## src/rtl/seven_segment_scanner_pkg.sv

```systemverilog
// Shared types and constants for the seven-segment scan controller.
// Segment vectors are abcdefg with seg[6] = a; segment and digit drives are active-low.
package seven_segment_scanner_pkg;

   typedef enum logic {
      GUARD = 1'b0,
      SHOW  = 1'b1
   } scan_state_t;

   localparam logic [6:0] SEG_BLANK = 7'b1111111;

endpackage

```

## src/rtl/seven_segment.sv

```systemverilog
// BCD to common-anode seven-segment decoder (abcdefg, active-low).
// Non-decimal codes 10..15 decode to a blank digit.
module seven_segment
   import seven_segment_scanner_pkg::*;
(
   input  logic [3:0] digit,
   output logic [6:0] seg
);

   always_comb begin
      seg = SEG_BLANK;
      case (digit)
         4'd0: seg = 7'b0000001;
         4'd1: seg = 7'b1001111;
         4'd2: seg = 7'b0010010;
         4'd3: seg = 7'b0000110;
         4'd4: seg = 7'b1001100;
         4'd5: seg = 7'b0100100;
         4'd6: seg = 7'b0100000;
         4'd7: seg = 7'b0001111;
         4'd8: seg = 7'b0000000;
         4'd9: seg = 7'b0000100;
         default: seg = SEG_BLANK;
      endcase
   end

endmodule

```

## src/rtl/seven_segment_scanner.sv

```systemverilog
// Time-multiplexed scanner for a common-anode display with guard blanking and frame-aligned commit.
// Optional macro SEVSEG_SCANNER_LZ_BLANK_EN enables leading-zero suppression.
module seven_segment_scanner
   import seven_segment_scanner_pkg::*;
#(
   parameter int NUM_DIGITS   = 4,
   parameter int SLOT_CYCLES  = 50000,
   parameter int GUARD_CYCLES = 500
) (
   input  logic                      clk,
   input  logic                      rst_n,
   input  logic [4*NUM_DIGITS-1:0]   bcd_in,
   input  logic [NUM_DIGITS-1:0]     dp_in,
   input  logic                      load,
   output logic [6:0]                seg,
   output logic                      dp,
   output logic [NUM_DIGITS-1:0]     an,
   output logic                      frame_done,
   output logic                      pending
);

   localparam int CNT_W = $clog2(SLOT_CYCLES);
   localparam int IDX_W = (NUM_DIGITS > 1) ? $clog2(NUM_DIGITS) : 1;
   localparam logic [CNT_W-1:0] SLOT_LAST = CNT_W'(SLOT_CYCLES - 1);
   localparam logic [CNT_W-1:0] GUARD_END = CNT_W'(GUARD_CYCLES);
   localparam logic [IDX_W-1:0] IDX_LAST  = IDX_W'(NUM_DIGITS - 1);

   scan_state_t               state;
   logic [CNT_W-1:0]          cnt;
   logic [IDX_W-1:0]          idx;
   logic [4*NUM_DIGITS-1:0]   pend_bcd;
   logic [NUM_DIGITS-1:0]     pend_dp;
   logic [4*NUM_DIGITS-1:0]   act_bcd;
   logic [NUM_DIGITS-1:0]     act_dp;
   logic [3:0]                nibble;
   logic [6:0]                dec_seg;
   logic [6:0]                show_seg;
   logic                      wrap;

   assign nibble = act_bcd[{idx, 2'b00} +: 4];
   assign wrap   = (state == SHOW) && (cnt == SLOT_LAST) && (idx == IDX_LAST);

   seven_segment u_dec (
      .digit (nibble),
      .seg   (dec_seg)
   );

`ifdef SEVSEG_SCANNER_LZ_BLANK_EN
   logic [NUM_DIGITS-1:0] lz_blank;
   logic                  zero_above;

   // Digit k is blank when it and every digit above it are zero; digit 0 always shows.
   always_comb begin
      lz_blank   = '0;
      zero_above = 1'b1;
      for (int k = NUM_DIGITS - 1; k >= 1; k--) begin
         zero_above  = zero_above & (act_bcd[4*k +: 4] == 4'd0);
         lz_blank[k] = zero_above;
      end
   end

   assign show_seg = lz_blank[idx] ? SEG_BLANK : dec_seg;
`else
   assign show_seg = dec_seg;
`endif

   // Guard re-entry preloads cnt to 1 so the post-reset guard (cnt = 0) spans one extra edge.
   always_ff @(posedge clk or negedge rst_n) begin
      if (!rst_n) begin
         state      <= GUARD;
         cnt        <= '0;
         idx        <= '0;
         pend_bcd   <= '0;
         pend_dp    <= '0;
         act_bcd    <= '0;
         act_dp     <= '0;
         pending    <= 1'b0;
         an         <= '1;
         seg        <= SEG_BLANK;
         dp         <= 1'b1;
         frame_done <= 1'b0;
      end else begin
         frame_done <= 1'b0;

         if (load) begin
            pend_bcd <= bcd_in;
            pend_dp  <= dp_in;
            pending  <= 1'b1;
         end else if (wrap) begin
            pending  <= 1'b0;
         end

         case (state)
            GUARD: begin
               if (cnt == GUARD_END) begin
                  state <= SHOW;
                  cnt   <= '0;
                  an    <= ~(NUM_DIGITS'(1) << idx);
                  seg   <= show_seg;
                  dp    <= ~act_dp[idx];
               end else begin
                  cnt <= cnt + 1'b1;
               end
            end
            SHOW: begin
               if (cnt == SLOT_LAST) begin
                  state <= GUARD;
                  cnt   <= CNT_W'(1);
                  an    <= '1;
                  seg   <= SEG_BLANK;
                  dp    <= 1'b1;
                  if (idx == IDX_LAST) begin
                     idx        <= '0;
                     frame_done <= 1'b1;
                     if (pending) begin
                        act_bcd <= pend_bcd;
                        act_dp  <= pend_dp;
                     end
                  end else begin
                     idx <= idx + 1'b1;
                  end
               end else begin
                  cnt <= cnt + 1'b1;
               end
            end
            default: state <= GUARD;
         endcase
      end
   end

endmodule
```

## config.mk

```make
export PLATFORM = sky130hd
export DESIGN_NAME = seven_segment_scanner
export DESIGN_NICKNAME = d
export VERILOG_FILES = /design/src/rtl/seven_segment_scanner_pkg.sv /design/src/rtl/seven_segment.sv /design/src/rtl/seven_segment_scanner.sv
export SDC_FILE = /design/constraint.sdc
export NUM_CORES = 1
export LEC_CHECK = 0
export CORE_MARGIN = 2
export CORE_UTILIZATION = 45
export DETAILED_ROUTE_END_ITERATION = 7
export PLACE_DENSITY = 0.68
export RECOVER_POWER = 25
export SYNTH_ARGS = -nofsm -noshare
export SYNTH_HDL_FRONTEND = slang
export SYNTH_SLANG_ARGS = --single-unit
export TNS_END_PERCENT = 10
```

## constraint.sdc

```tcl
create_clock -name clk -period 3.44 [get_ports clk]
set_input_delay 1.032 -clock clk [delete_from_list [all_inputs] [get_ports clk]]
set_output_delay 1.032 -clock clk [all_outputs]
set_load 0.02 [all_outputs]
```

==> flow_summary.toml <==
[timing]
worst_slew_margin_rel_pct = -14.3
finalHoldViolations = 0
timing.final.crit_period_ns = 2.53
final.setup_skew_ns = 0.0109
grt_setup_unrepaired = "false"
drv_slew = 74
fin_setup_tns_ns = 0
max_slew.worst_pin.slew_ns = 1.71
fmax_mhz = 395
setup_viol_count_final = 0
timing.final.ws_setup_ns = 0.911
period_share_pct = 73.5

[critical_path]
crit_path_max_fanout = 2
worstSetupPathType = "reg2out"
critPathCaptureType = "output pin"
r2r_cells = 6
cp_slowest_stage_delay_ns = 0.60
arrival_ns = 1.50
cp_cell_instances = "clkdlybuf4s50_1"
critical_path_depth = 1
crit_family = "buffers and inverters"
path_buf_inv = 1
setup.reg_to_reg.worst_slack_ns = 0.95
crit_path_top_delay_cell = "clkdlybuf4s50_1"
worstPathRequired_ns = 2.41
setup.worst_path.start_class = "flip-flop"

[placement]
routabilityCongestion = 0.739
hpwl_um = 3980
pre_cts_slack_ns = 0.760
placement.cell_area_um2 = 3920
port_buffers = 36

[synth]
yosysWarnings = 0
syn-cell-area_um2 = 3470
yosys_most_used_dff = "dfrtp_1"
synthesis.nets = 293
synth_enable_flop_cells = 0
ys_types = 42
yosysSeqAreaShare_pct = 53.1
synth_area_per_inst_um2 = 13.4
synth_async_sr_flop_share_pct = 100
yosys_register_bits = 73
synthesis.instances = 258

[clock_network]
post-cts-setup-buffer-count = 0
longest_clk_path_bufs = 2
cts_tree = "yes"
worst_setup_hold_path_clk_slew_ns = 0.08
htree_num_levels = 3
cts_resized = 0
worst_skew_pair.late_latency_ns = 0.35
cts_hold_buffers = 0
cts_root_buf = "clkbuf_8"
cts-buffers-inserted = 9
numClockSinks = 73

[cells_and_area]
layout-drive-gt1-share_pct = 28.4
final_net_count = 333
final_standard_cell_area_without_fillers_um2 = 4100
synthToLayoutAreaGrowth_pct = 18.2
antenna_cells = 0
post-route-util_pct = 53.8
fillers = 657

[drt]
drt-pass1-iter-count = 6
ant_nets = 0
routed_via_density = 5.18
routed_wire_length_per_instance_um = 14.4
detailedRoute.firstIterationViolations = 40
drt-total-wl_um = 5850
num_vias = 2098
post-route-drc-count = 0

[grt]
gr-usage-all-layers_pct = 15.6
vias_in_the_first_global_route = 2062
grt_remaining_overflow = 0
grt_antenna_before_repair = 0
grt_pass1_wl_um = 10200
largest_net_degree_at_the_start_of_global_routing = 74

[worst_hold_path]
hp-class = "reg2reg"
min_path_cells = 1

[pwr]
switching_power_w = 0.000369
clock_power_share_pct = 38.9
power.density_cell_area_nw_per_um2 = 386
combinationalPowerShare_pct = 4.5
switching_share_pct = 23.4
ir_drop_v = 0.000350
power.leakage_nw = 1.77
internal_power_consumption_w = 0.00121
power_frac_seq_pct = 56.6
power_w = 0.00158

[floorplan]
initial_core_util_pct = 45.6
core_area_um2 = 7610
die_w_um = 91.8
ioPinCount = 37
design.die.area_um2 = 8420
fp.dieH_um = 91.8
row_count = 32

[job]
drv.max_cap_violation_count = 1

[status]
violations = "capacitance limit, slew limit"
status = "complete, but fails checks"
## cell usage in the layout, fill, tap and decap left out, types with 6 or more instances in the layout
cell and count:
a2bb2oi_1 7, clkbuf_8 10, clkdlybuf4s50_1 35, dfrtp_1 61, dfstp_2 12, ha_1 12, inv_1 13, mux2_2 21
mux2_4 20, nand4_1 9, nor2_1 15, nor3_1 9, xnor2_1 7, xor2_1 6
## worst paths after layout
check                                       startpoint                        to
worst max-delay path                seg[0]$_DFFE_PN1P_                    seg[0]
worst min-delay path            pend_dp[3]$_DFFE_PN0P_     act_dp[3]$_DFFE_PN0P_
worst max register to register        cnt[0]$_DFF_PN0_        seg[1]$_DFFE_PN1P_
worst min register to register  pend_dp[3]$_DFFE_PN0P_     act_dp[3]$_DFFE_PN0P_
max in group asynchronous                        rst_n  pend_bcd[11]$_DFFE_PN0P_
min in group asynchronous                        rst_n        idx[1]$_DFFE_PN0P_
## cells by family after synthesis
| logic type | Yosys count | synth area share, % |
|---|---|---|
| compound gates | 22 | 4.62 |
| mux | 48 | 19.3 |
| buf+inv | 24 | 3.39 |
| fa+ha+maj | 12 | 4.33 |
| simple gates | 66 | 11.9 |
| xor+xnor | 13 | 3.29 |
| flops | 73 | 53.1 |
## power groups by stage
stage	Sequential [W]	Combinational, W	Clock, W
after global routing	0.000897	0.0000801	0.000678
after global placement	0.000909	0.0000718	0
after detailed placement	0.000910	0.0000735	0
after CTS	0.000894	0.0000737	0.000630
final	0.000894	0.0000709	0.000615
after floorplan	0.000906	0.0000290	0
## cells in the mapped netlist, types with 2 or more instances
cell type	instances	area share [%]
o21ai_0	5	0.72
a2bb2oi_1	7	1.8
inv_1	13	1.4
mux2_2	21	6.8
a2111oi_1	2	0.58
clkbuf_1	6	0.65
dfstp_2	12	9.1
buf_6	3	0.97
dfrtp_1	61	44
xor2_1	6	1.5
ha_1	12	4.3
nand4_1	9	1.6
mux2_4	20	8.7
xnor2_1	7	1.8
or4_1	3	0.65
mux4_2	5	3.2
nand2_1	4	0.43
nor4_1	4	0.72
nor3_1	9	1.3
and3_1	3	0.54
a21oi_1	5	0.72
and4_1	2	0.51
nor2_1	15	1.6
mux2i_1	2	0.58
nand3_1	5	0.72
## flip-flops by register name, indices dropped and copies added, names as in the netlist
register	flops
act_bcd	16
act_dp	4
an	4
cnt	16
dp	1
frame_done	1
idx	2
pend_bcd	16
pend_dp	4
pending	1
seg	7
state	1
## through the flow
step / instances / hold slack, ns
finish: 405 / 0.503
global route: 405 / 0.519
CTS: 405 / 0.501
detailed placement: 389 / 0.491
global placement: 389 / 0.490
floorplan: 258 / 0.475
## per-layer routing
| metal | track usage [%] | routed length (µm) | vias up |
|---|---|---|---|
| li1 | - | - | 1014 |
| met1 | 21.1 | 2790 | 1034 |
| met2 | 22.9 | 2680 | 41 |
| met3 | 5.51 | 265 | 9 |
| met4 | 6.72 | 120 | 0 |
| met5 | 0 | 0 | - |
## worst reg2reg max path, delay by kind of cell, from the launching register on
kind / cells / cell delay [ns]
simple gates: 3 / 1.34
compound gates: 1 / 0.44
buf+inv: 1 / 0.07
fa+ha+maj: 1 / 0.14
flops: 1 / 0.42
## cell type report
type                    count  area [µm²]  share of cell area, %
clock buffers              11         141                   3.45
clock inverters             5        40.0                  0.978
flip-flops and latches     73        1840                   45.0
inverters                  13        48.8                   1.19
multi-input cells         161        1510                   36.9
repair buffers             40         383                   9.35
well taps                 102         128                   3.12
No activity file was read; power rests on OpenSTA's default activity.
